## config.mk

```make
export PLATFORM = sky130hd
export DESIGN_NAME = camera_scheduler
export DESIGN_NICKNAME = d
export VERILOG_FILES = /design/src/rtl/camera_scheduler_pkg.sv /design/src/rtl/camera_scheduler_regen_handshake.sv /design/src/rtl/camera_scheduler.sv
export SDC_FILE = /design/constraint.sdc
export NUM_CORES = 1
export LEC_CHECK = 0
export CORE_UTILIZATION = 50
export CTS_BUF_LIST = sky130_fd_sc_hd__clkbuf_4 sky130_fd_sc_hd__clkbuf_8
export CTS_CLUSTER_DIAMETER = 30
export DETAILED_ROUTE_END_ITERATION = 16
export GPL_TIMING_DRIVEN = 0
export HOLD_SLACK_MARGIN = 0.02
export PLACE_DENSITY = 0.84
export SETUP_SLACK_MARGIN = 0.15
export SYNTH_ARGS = -nofsm -noshare
export SYNTH_HDL_FRONTEND = slang
export SYNTH_HIERARCHICAL = 1
export SYNTH_SLANG_ARGS = --single-unit
```

## constraint.sdc

```tcl
create_clock -name sys_clk -period 4.3 [get_ports sys_clk]
set_clock_uncertainty 0.2 [all_clocks]
set_input_delay 0.86 -clock sys_clk [delete_from_list [all_inputs] [get_ports sys_clk]]
set_output_delay 0.86 -clock sys_clk [all_outputs]
set_load 0.005 [all_outputs]
```

## src/rtl/camera_scheduler_pkg.sv

```systemverilog
// camera_scheduler_pkg: shared screen geometry constants and scheduler state type
package camera_scheduler_pkg;
    localparam int POS_W       = 14;
    localparam int CAM_W       = 5;
    localparam int SCREEN_H    = 480;
    localparam int MAX_CAM     = 31;
    localparam int MARGIN      = 16;
    localparam int SETTLE_CYC  = 4;
    localparam int ACK_TIMEOUT = 255;
    typedef enum logic [1:0] {IDLE, REQ, SETTLE} cam_state_t;
endpackage

```

## src/rtl/camera_scheduler_regen_handshake.sv

```systemverilog
// camera_scheduler_regen_handshake: regen req/ack handshake with ack timeout and sticky error
module camera_scheduler_regen_handshake
    import camera_scheduler_pkg::*;
(
    input  logic sys_clk,
    input  logic sys_rst_n,
    input  logic start,
    input  logic regen_ack,
    output logic regen_req,
    output logic done,
    output logic timeout_err
);
    localparam int TO_W = $clog2(ACK_TIMEOUT + 1);
    logic [TO_W-1:0] wait_cnt;
    logic expired;
    assign expired = wait_cnt == TO_W'(ACK_TIMEOUT - 1);
    assign done = regen_req && (regen_ack || expired);
    // raise req on start, drop it on ack or after the timeout window
    always_ff @(posedge sys_clk or negedge sys_rst_n) begin
        if (!sys_rst_n) begin
            regen_req   <= 1'b0;
            wait_cnt    <= '0;
            timeout_err <= 1'b0;
        end else if (start) begin
            regen_req <= 1'b1;
            wait_cnt  <= '0;
        end else if (done) begin
            regen_req <= 1'b0;
            if (!regen_ack) timeout_err <= 1'b1;
        end else if (regen_req) begin
            wait_cnt <= wait_cnt + 1'b1;
        end
    end
endmodule

```

## src/rtl/camera_scheduler.sv

```systemverilog
// camera_scheduler: tracks the 480-line screen the player is on and sequences platform rebuilds
// Optional: define CAMERA_FALL_CNT_EN to add the saturating down-scroll counter output fall_cnt.
module camera_scheduler
    import camera_scheduler_pkg::*;
(
    input  logic             sys_clk,
    input  logic             sys_rst_n,
    input  logic             char_tick,
    input  logic [POS_W-1:0] abs_char_y,
    input  logic             regen_ack,
    output logic [CAM_W-1:0] camera_y,
    output logic [POS_W-1:0] cam_base,
    output logic             regen_req,
    output logic             scroll_dir,
    output logic             freeze,
    output logic             timeout_err
`ifdef CAMERA_FALL_CNT_EN
    ,
    output logic [7:0]       fall_cnt
`endif
);
    localparam int SET_W = $clog2(SETTLE_CYC + 1);
    cam_state_t state, state_nx;
    logic [SET_W-1:0] settle_cnt, settle_nx;
    logic [POS_W:0] ext_y, ext_base, top;
    logic go_up, go_down, start, done;
    assign ext_y    = {1'b0, abs_char_y};
    assign ext_base = {1'b0, cam_base};
    assign top      = ext_base + (POS_W+1)'(SCREEN_H + MARGIN);
    assign go_up    = ext_y >= top && camera_y < CAM_W'(MAX_CAM);
    assign go_down  = camera_y != '0 && ext_y + (POS_W+1)'(MARGIN) < ext_base;
    assign start    = state == IDLE && char_tick && (go_up || go_down);
    assign freeze   = state != IDLE;
    camera_scheduler_regen_handshake u_handshake (
        .sys_clk     (sys_clk),
        .sys_rst_n   (sys_rst_n),
        .start       (start),
        .regen_ack   (regen_ack),
        .regen_req   (regen_req),
        .done        (done),
        .timeout_err (timeout_err)
    );
    // state and settle counter registers
    always_ff @(posedge sys_clk or negedge sys_rst_n) begin
        if (!sys_rst_n) begin
            state      <= IDLE;
            settle_cnt <= '0;
        end else begin
            state      <= state_nx;
            settle_cnt <= settle_nx;
        end
    end
    // next state: IDLE -> REQ on a scroll decision, REQ -> SETTLE on handshake done, SETTLE -> IDLE after the settle window
    always_comb begin
        state_nx  = state;
        settle_nx = settle_cnt;
        if (start) state_nx = REQ;
        if (state == REQ && done) begin
            state_nx  = SETTLE;
            settle_nx = '0;
        end
        if (state == SETTLE) begin
            settle_nx = settle_cnt + 1'b1;
            state_nx  = settle_cnt == SET_W'(SETTLE_CYC - 1) ? IDLE : SETTLE;
        end
    end
    // camera index and base step together by one screen when a scroll starts
    always_ff @(posedge sys_clk or negedge sys_rst_n) begin
        if (!sys_rst_n) begin
            camera_y   <= '0;
            cam_base   <= '0;
            scroll_dir <= 1'b0;
        end else if (start) begin
            camera_y   <= go_up ? camera_y + 1'b1 : camera_y - 1'b1;
            cam_base   <= go_up ? cam_base + POS_W'(SCREEN_H) : cam_base - POS_W'(SCREEN_H);
            scroll_dir <= go_up;
        end
    end
`ifdef CAMERA_FALL_CNT_EN
    // count down-scroll entries, saturating
    always_ff @(posedge sys_clk or negedge sys_rst_n) begin
        if (!sys_rst_n) fall_cnt <= '0;
        else if (start && !go_up && fall_cnt != 8'hFF) fall_cnt <= fall_cnt + 1'b1;
    end
`endif
endmodule

```

After elaboration in Yosys (flattened, before gate mapping):

Cells that the tools add are included.

* mux-type cells: 13
* equality and inequality tests: 5
* add/subtract/negate cells: 8
* magnitude comparators: 3
* bitwise operators: 2
* reductions and logical operators: 17

Operators by type and width (number)
* $mux W8: 3
* $add A14 B5 Y15 const B: 1
* $add A14 B9 Y15 const B: 1
* $ge A14 B15 Y1: 1
* $lt A15 B14 Y1: 1
* $add A14 B9 Y14 const B: 1
* $mux W14: 1
* $sub A14 B9 Y14 const B: 1
* $add A8 B1 Y8 const B: 1
* $eq A8 B8 Y1 const B: 1
* $mux W2: 4
* $reduce_bool A2 Y1: 4
* $logic_and A1 B1 Y1: 6
* $mux W3: 2
* $add A5 B1 Y5 const B: 1
* $lt A5 B5 Y1 const B: 1
* $mux W5: 1
* $reduce_bool A5 Y1: 1
* $sub A5 B1 Y5 const B: 1
* $add A3 B1 Y3 const B: 1
* $eq A3 B2 Y1 const B: 1
* $reduce_and A3 Y1: 1
* $reduce_bool A3 Y1: 1
* $eq A2 B1 Y1 const B: 1
* 7 further kinds: 10

* flip-flop bits (word level): 35
* word-level logic and storage cells: 56
* output and inout port bits: 23

Depth between registers and ports, before layout:

Gate-level depths: netlist (run 1).

* depth in word-level cells: 8
* mapped depth: 18
* depth with buffers taken out: 18

Cells and area by module:

Netlist (run 1), hierarchy kept.

Modules (own cells, without submodules)
* camera_scheduler: instances 1, cells each 218, area an instance 2057.0 um2
* camera_scheduler_regen_handshake: instances 1, cells each 54, area an instance 536.8 um2

Worst setup path after synthesis (run 1):

No wires, ideal clock.

* path kind: register to register
* from: register cam_base[5]
* to: register cam_base[12]
* required time: 3.974 ns
* cell stages (with the launch flop): 17
* library setup time: 0.126 ns
* slack: 0.112 ns
* path buffers: 0
* arrival: 3.863 ns
* path through: dfrtp_1 > or4_4 > nand4_1 > xnor2_1 > ha_1 > a21o_1 > a21o_1 > a211oi_2 > or2b_1 > inv_1 > ha_1 > a21o_2 > a211oi_1 > o21ai_0 > o311ai_0 > xor2_1 > mux2i_1

* cells in the longest elaborated chain, start to end: 5
* elaborated cells between the ends (all ways): 10
* classes of those cells: 3 x add/sub; 2 x order compare; 1 x mux; 4 x reduce/logical

RTL lines
* from (decl): line camera_scheduler.sv:12 `output logic [POS_W-1:0] cam_base,`
* from (signal assigned): line camera_scheduler.sv:75 `cam_base <= go_up ? cam_base + POS_W'(SCREEN_H) : cam_base - POS_W'(SCREEN_H);`
* $add A14 B9 Y15 (*): line camera_scheduler.sv:29 `assign top = ext_base + (POS_W+1)'(SCREEN_H + MARGIN);`
* $ge A14 B15 Y1 (*): line camera_scheduler.sv:30 `assign go_up = ext_y >= top && camera_y < CAM_W'(MAX_CAM);`
* $logic_and A1 B1 Y1 (*): line camera_scheduler.sv:30
* via go_up: line camera_scheduler.sv:26 `logic go_up, go_down, start, done;`
* $logic_or A1 B1 Y1: line camera_scheduler.sv:32 `assign start = state == IDLE && char_tick && (go_up || go_down);`
* $logic_and A1 B1 Y1: line camera_scheduler.sv:32

Mark *: on every way through the listed nets, which the timed path passes. The rest lies on a longest branch.
A chain may end at the register's enable or synchronous reset.

Worst setup path after layout (run 1):

* from: register cam_base[5]
* to: register cam_base[13]

* cells in the longest elaborated chain, start to end: 5
* elaborated cells between the ends (all ways): 10
* classes of those cells: 3 x add/sub; 2 x order compare; 1 x mux; 4 x reduce/logical

RTL lines (line)
* $add A14 B9 Y15: camera_scheduler.sv:29
* $ge A14 B15 Y1: camera_scheduler.sv:30
* $logic_and A1 B1 Y1: camera_scheduler.sv:30
* $logic_or A1 B1 Y1: camera_scheduler.sv:32
* $logic_and A1 B1 Y1: camera_scheduler.sv:32

Several ways; a longest one is shown, not always the timed one.

==> results.txt, run 1 <==
Antenna cells = 0
R2r worst-path depth = 16
Critical path's top delay family = compound AO/OA/AOI/OAI gates
Chip width = 74.0 um
DR WL/cell = 15.2 um
Synth Register Bits = 30
Worst-Margin Slew = 0.668 ns
FF-to-FF setup slack = 0.27 ns
Status = finished clean
Row count = 25
Vias in the first global route = 2136
Total leakage power = 1.46 nW
RePlAce Congestion = 0.808
Ys Warns = 6
Worst-path fanout max = 5
Relative slew slack = 0.555
Crit path depth = 16
Setup TNS = 0 ns
DR vias/cell = 5.69
Met3 wire len = 205 um
Reg2reg start = cam_base[5]
Synth unique cells = 56
Crit-path max cell delay = 0.57 ns
Final Slew Violations = 0
P&R area growth vs syn = 25.8%
RSZ-0062 raised after global routing = true
Initial antenna violation count = 0
Share of layout cells above drive strength 1 = 0.193
Maximum clock path buffer count = 2
Top cell type's share of synthesized area = 0.289
Routed Antenna Nets = 0
Primary FF master, synth = dfrtp_1
Core area = 0.00485 mm^2
CTS root buf = clkbuf_8
Crit path launch type = flip-flop
EDFF count, synth = 0
CTS sink cnt = 30
Post-synth top area cell = dfrtp_1
Final critical-path share of the clock period = 0.936
First-pass GRT wire length = 9.57 mm
Initial Utilization = 0.535
Overall global routing resource usage = 0.229
Post-Syn Area per Cell = 9.54 um^2
Final wirelength = 5.97 mm
Critical Path End = cam_base[13]
Placed Area = 0.00301 mm^2
Die height = 74.0 um
Clk slew on worst S/H paths = 0.07 ns
Setup violations, final = 0
Dominant cells by area after synthesis = dfrtp_1 (29%), ha_1 (16%), xnor2_1 (6.1%), xor2_1 (4.1%), a21oi_1 (3.5%)
Nets = 379
Crit Path Class = flip-flop to flip-flop
Cells after Synth = 272
FFs w/ async S/R, synth = 1.00
VDD IR max = 888 uV
Slowest-stage cell, CP = or4_4
Min cycle time layout = 4.03 ns
Remaining Overflow, GRT = 0
Vias = 2243
Post-DP HPWL = 4.35 mm
Cell Pwr Density = 954 mW/mm^2
Post-Layout Inst Area = 0.00326 mm^2
WP buf/inv = 1
Critical Path RT = 4.26 ns
Critical path arrival = 3.99 ns
Ports = 41
# DRC = 0
Post-cts hold buffer count = 0
Fin. Hold Viols = 0
Register area share after synthesis = 0.289
Die Area = 0.00548 mm^2
1st-iter DRT viols = 86
H-tree levels = 2
Min-delay src = u_handshake/timeout_err
Max Clock Freq = 248 MHz
Critical path startpoint = cam_base[5]
Num CTS Buffers = 5
Clock latency at the later pin of the worst-skew pair = 0.28 ns
Hold Path Class = flip-flop to flip-flop
Met2 Wirelength = 3.06 mm
Largest net degree at the start of global routing = 31
Critical path, cell by cell = or4_4 -> nand4_1 -> xnor2_2 -> ha_1 -> a21o_1 -> a21o_1 -> a211oi_4 -> or2b_4 -> buf_4 -> ha_1 -> and2_1 -> o21ai_0 -> a31o_2 -> o21a_1 -> o22ai_1 -> xnor2_1
First drt pass iteration count = 5
CTS tree = built
CP Capture Type = flip-flop
M1 WL = 2.58 mm
PortBufs = 31
Mapped Area = 0.00259 mm^2
MaxCap Viol Count = 0
DR top layer = met4
RR Endpoint = cam_base[13]
state kept, by name (all words and copies together), names as in the netlist:
register / count
state: 2
u_handshake/timeout_err: 1
u_handshake/wait_cnt: 8
cam_base: 9
scroll_dir: 1
camera_y: 5
u_handshake/regen_req: 1
settle_cnt: 3
metal layers:
metal / up-vias / GRT usage
met4: 0 / 0.0791
met2: 54 / 0.406
met3: 14 / 0.0501
met1: 1084 / 0.273
met5: - / 0
li1: 1091 / -
kinds of logic (layout without fill, tap and decap cells):
family,Yosys count,after routing,synth area share
adder cells (fa/ha/maj),35,35,0.175
multiplexers,6,6,0.0241
XOR/XNOR,31,31,0.108
other,1,5,0.00145
buffers and inverters,27,78,0.0555
AND/OR/NAND/NOR,79,79,0.177
flip-flops,30,30,0.289
AO/OA/AOI/OAI,63,63,0.170
synth_stat cells (all sizes together), types with 3 or more instances:
cell	instances
mux2i	4
nand2b	5
o21a	4
nand3	10
a21oi	18
or4	3
nand4	6
inv	18
nand2	10
a211oi	6
o22ai	3
nor2b	3
o21ai	11
nor3	11
a21o	6
xnor2	18
nor2	15
and4	5
xor2	13
ha	33
buf	7
dfrtp	30
area by class of cell:
cell class	instances	area, um^2
clock buffer	7	90.1
inverter	18	67.6
tap	67	83.8
buffer	9	77.6
sequential	30	754
clock inverter	1	5.00
fill	380	1590
multi-input combinational	219	1790
timing repair buffer	43	395
layout by cell type, fill, tap and decap left out, types with 4 or more instances in the layout:
cell and n:
a211oi_1 4, a21o_1 4, a21oi_1 17, and4_1 4
buf_4 17, clkbuf_8 6, clkdlybuf4s50_1 30, conb_1 5
dfrtp_1 27, ha_1 31, inv_1 18, mux2i_1 4
nand2_1 10, nand2b_1 5, nand3_1 7, nand4_1 5
nor2_1 13, nor3_1 10, o21a_1 4, o21ai_0 7
o21ai_1 4, xnor2_1 17, xor2_1 12
what timing repair did:
item                                    4_1_cts  5_1_grt
resized for setup                             3       20
pin swaps                                     1        5
buffers inserted                              3        9
endpoints found under the setup margin        7        6
where the power goes:
part	total [W]	switching [W]	internal (W)
combinational	0.00230	0.00114	0.00116
sequential	0.000578	0.000171	0.000407
clock	0.000239	0.000104	0.000135
metrics by stage:
stage	total power (W)	util	setup WS (ns)	hold WS (ns)	std cells
after detailed placement	0.00257	0.620	-0.407	0.256	374
after floorplan	0.00202	-	0.235	0.260	276
after global routing	0.00339	0.673	0.118	0.302	394
after global placement	0.00246	0.620	-0.302	0.258	374
final	0.00311	0.673	0.274	0.268	394
after CTS	0.00289	0.646	0.165	0.270	385
worst min path at each step:
stage                         endpoint  slack (ns)  depth (start not counted)
6_report       u_handshake/timeout_err        0.27                          1
3_5_place_dp   u_handshake/timeout_err        0.26                          1
5_1_grt        u_handshake/timeout_err        0.30                          1
4_1_cts        u_handshake/timeout_err        0.27                          1
2_1_floorplan  u_handshake/timeout_err        0.26                          1
3_3_place_gp   u_handshake/timeout_err        0.26                          1
Note: power is estimated with default switching activity, not from simulation.
==> run 2: changes to the inputs <==
--- a/config.mk
+++ b/config.mk
@@ -10,7 +10,6 @@
 export CTS_CLUSTER_DIAMETER = 30
 export DETAILED_ROUTE_END_ITERATION = 16
 export GPL_TIMING_DRIVEN = 0
-export HOLD_SLACK_MARGIN = 0.02
 export PLACE_DENSITY = 0.84
 export SETUP_SLACK_MARGIN = 0.15
 export SYNTH_ARGS = -nofsm -noshare
==> results of run 2 <==
The final DEF is identical to that of run 1; final timing and power are the same.
==> run 3: changes to the inputs <==
--- a/config.mk
+++ b/config.mk
@@ -10,7 +10,7 @@
 export CTS_CLUSTER_DIAMETER = 30
 export DETAILED_ROUTE_END_ITERATION = 16
 export GPL_TIMING_DRIVEN = 0
-export PLACE_DENSITY = 0.84
+export PLACE_DENSITY = 0.81
 export SETUP_SLACK_MARGIN = 0.15
 export SYNTH_ARGS = -nofsm -noshare
 export SYNTH_HDL_FRONTEND = slang
==> constraint.sdc (replaced) <==
create_clock -name sys_clk -period 5.05 [get_ports sys_clk]
set_clock_uncertainty 0.2 [all_clocks]
set_input_delay 1.01 -clock sys_clk [delete_from_list [all_inputs] [get_ports sys_clk]]
set_output_delay 1.01 -clock sys_clk [all_outputs]
set_load 0.005 [all_outputs]
==> run 3 against run 2 <==
Net effect:
- clock power is essentially flat
- critical endpoint unchanged
- largest power group unchanged
- utilization is 3.0 points lower
- register-to-register slack gained 0.16 ns
- final area is 4.5% lower
==> results.txt, run 3 (synthesis results as in run 1) <==
Critical path's top delay family = simple AND/OR/NAND/NOR gates
M1 WL = 2.61 mm
Ports = 41
Combinational power share = 0.697
Min-delay src = u_handshake/timeout_err
Fin. Hold Viols = 0
Largest reg by FF count = cam_base
Critical Path RT = 5.01 ns
Die height = 74.0 um
Worst-path fanout max = 10
Final core occ = 0.643
Final Slew Violations = 0
Total leakage power = 1.39 nW
P&R area growth vs syn = 20.1%
First-pass GRT wire length = 9.36 mm
CTS tree = built
Crit Path Class = flip-flop to flip-flop
Share of layout cells above drive strength 1 = 0.108
Critical path arrival = 4.57 ns
H-tree levels = 2
CTS root buf = clkbuf_8
MaxCap Viol Count = 0
Post-DP HPWL = 4.31 mm
Cell Pwr Density = 779 mW/mm^2
Final wirelength = 5.62 mm
Max reg flops = 9
Worst-Margin Slew = 0.668 ns
Setup violations, final = 0
Critical path, cell by cell = or4_4 -> nand4_1 -> xnor2_1 -> ha_1 -> a21o_1 -> a21o_1 -> a211oi_4 -> or2b_2 -> inv_1 -> ha_1 -> nor2b_1 -> o2111ai_1 -> a31o_2 -> nor3_1 -> o22ai_1 -> xnor2_1
Worst hold slack = 0.276 ns
Met3 wire len = 179 um
Routed Antenna Nets = 0
Initial Utilization = 0.535
Post-cts hold buffer count = 0
Top flop regs = cam_base x9, u_handshake/wait_cnt x8, camera_y x5
Largest net degree at the start of global routing = 31
Remaining Overflow, GRT = 0
Net switching power = 0.00111 W
DR top layer = met4
CP Capture Type = flip-flop
Antenna cells = 0
FF-to-FF setup slack = 0.44 ns
Hold Path Class = flip-flop to flip-flop
RePlAce Congestion = 0.828
Net Sw Frac = 0.458
Min cycle time layout = 4.61 ns
Flop pwr share = 0.204
Reg2reg start = cam_base[7]
CTS sink cnt = 30
VDD IR max = 715 uV
Final critical-path share of the clock period = 0.913
Total power = 0.00243 W
1st-iter DRT viols = 112
RR Endpoint = cam_base[13]
Dpl cells = 374
Maximum clock path buffer count = 2
Overall global routing resource usage = 0.227
Crit-path max cell delay = 0.59 ns
Hold Crit Depth = 1
First drt pass iteration count = 4
Vias in the first global route = 2105
Chip width = 74.0 um
RSZ-0062 raised after global routing = false
Row count = 25
Most frequent cells in the layout = ha_1 (33), dfrtp_1 (30), clkdlybuf4s50_1 (30)
Max Clock Freq = 217 MHz
Clk pwr share = 0.098
Vias = 2101
Core area = 0.00485 mm^2
Commonest non-fill, non-tap cell in the layout = ha_1
Clk slew on worst S/H paths = 0.07 ns
Num CTS Buffers = 5
Worst Hold End = u_handshake/timeout_err
Final cell count without fillers = 382
Nets = 367
Initial antenna violation count = 0
Die Area = 0.00548 mm^2
DR WL/cell = 14.7 um
WP buf/inv = 1
# DRC = 0
Status = finished clean
PortBufs = 31
Slowest-stage cell, CP = or4_4
Clock latency at the later pin of the worst-skew pair = 0.28 ns
Int Power = 0.00132 W
DR vias/cell = 5.50
R2r worst-path depth = 16
Met2 Wirelength = 2.77 mm
Crit path launch type = flip-flop
Setup TNS = 0 ns
Relative slew slack = 0.554
==> run 3: worst reg2reg max path, cell delays in order, from the launching register on <==
cell and delay (ns):
dfrtp_1 0.48, or4_4 0.59, nand4_1 0.14, xnor2_1 0.16, ha_1 0.28, a21o_1 0.19
a21o_1 0.20, a211oi_4 0.35, or2b_2 0.35, inv_1 0.13, ha_1 0.35, nor2b_1 0.19
o2111ai_1 0.17, a31o_2 0.26, nor3_1 0.17, o22ai_1 0.15, xnor2_1 0.15
==> run 3: what timing repair did <==
| item | in CTS | in global routing |
|---|---|---|
| setup buffers | 0 | 0 |
| endpoints found under the setup margin | 0 | 4 |
| hold endpoints to repair | 0 | 0 |
| gates resized for setup | 0 | 2 |
==> run 3: final cells by class <==
type / count / area (um^2)
fill: 410 / 1730
buffer: 9 / 76.3
clock buffer: 5 / 68.8
clock inverter: 3 / 40.0
timing repair buffer: 31 / 305
sequential: 30 / 751
inverter: 18 / 67.6
multi-input combinational: 219 / 1720
tap: 67 / 83.8
==> run 3: routing by layer <==
metal / track usage / up-vias
met1: 0.276 / 994
met2: 0.399 / 35
met4: 0.0833 / 0
met3: 0.0407 / 7
li1: - / 1065
met5: 0 / -
==> run 3: worst max-delay path by stage <==
stage,start,to,slack (ns),cells after the start
CTS,cam_base[5],cam_base[13],0.23,16
global route,abs_char_y[5],cam_base[13],0.23,14
floorplan,cam_base[5],cam_base[12],0.86,16
finish,cam_base[7],cam_base[13],0.44,16
global placement,abs_char_y[12],cam_base[12],0.07,14
detailed placement,abs_char_y[12],cam_base[12],0.05,14
==> run 3: through the flow <==
step	setup slack [ns]	area, um^2
3_3_place_gp	0.0704	3000
4_1_cts	0.232	3110
5_1_grt	0.227	3120
2_1_floorplan	0.862	2610
6_report	0.438	3120
3_5_place_dp	0.0541	3000
==> run 3: power by group through the flow <==
stage	combinational, W	clock (W)	sequential, W
floorplan	0.00124	0	0.000463
global placement	0.00160	0	0.000493
detailed placement	0.00166	0	0.000497
CTS	0.00167	0.000243	0.000494
global route	0.00191	0.000257	0.000514
finish	0.00169	0.000239	0.000495
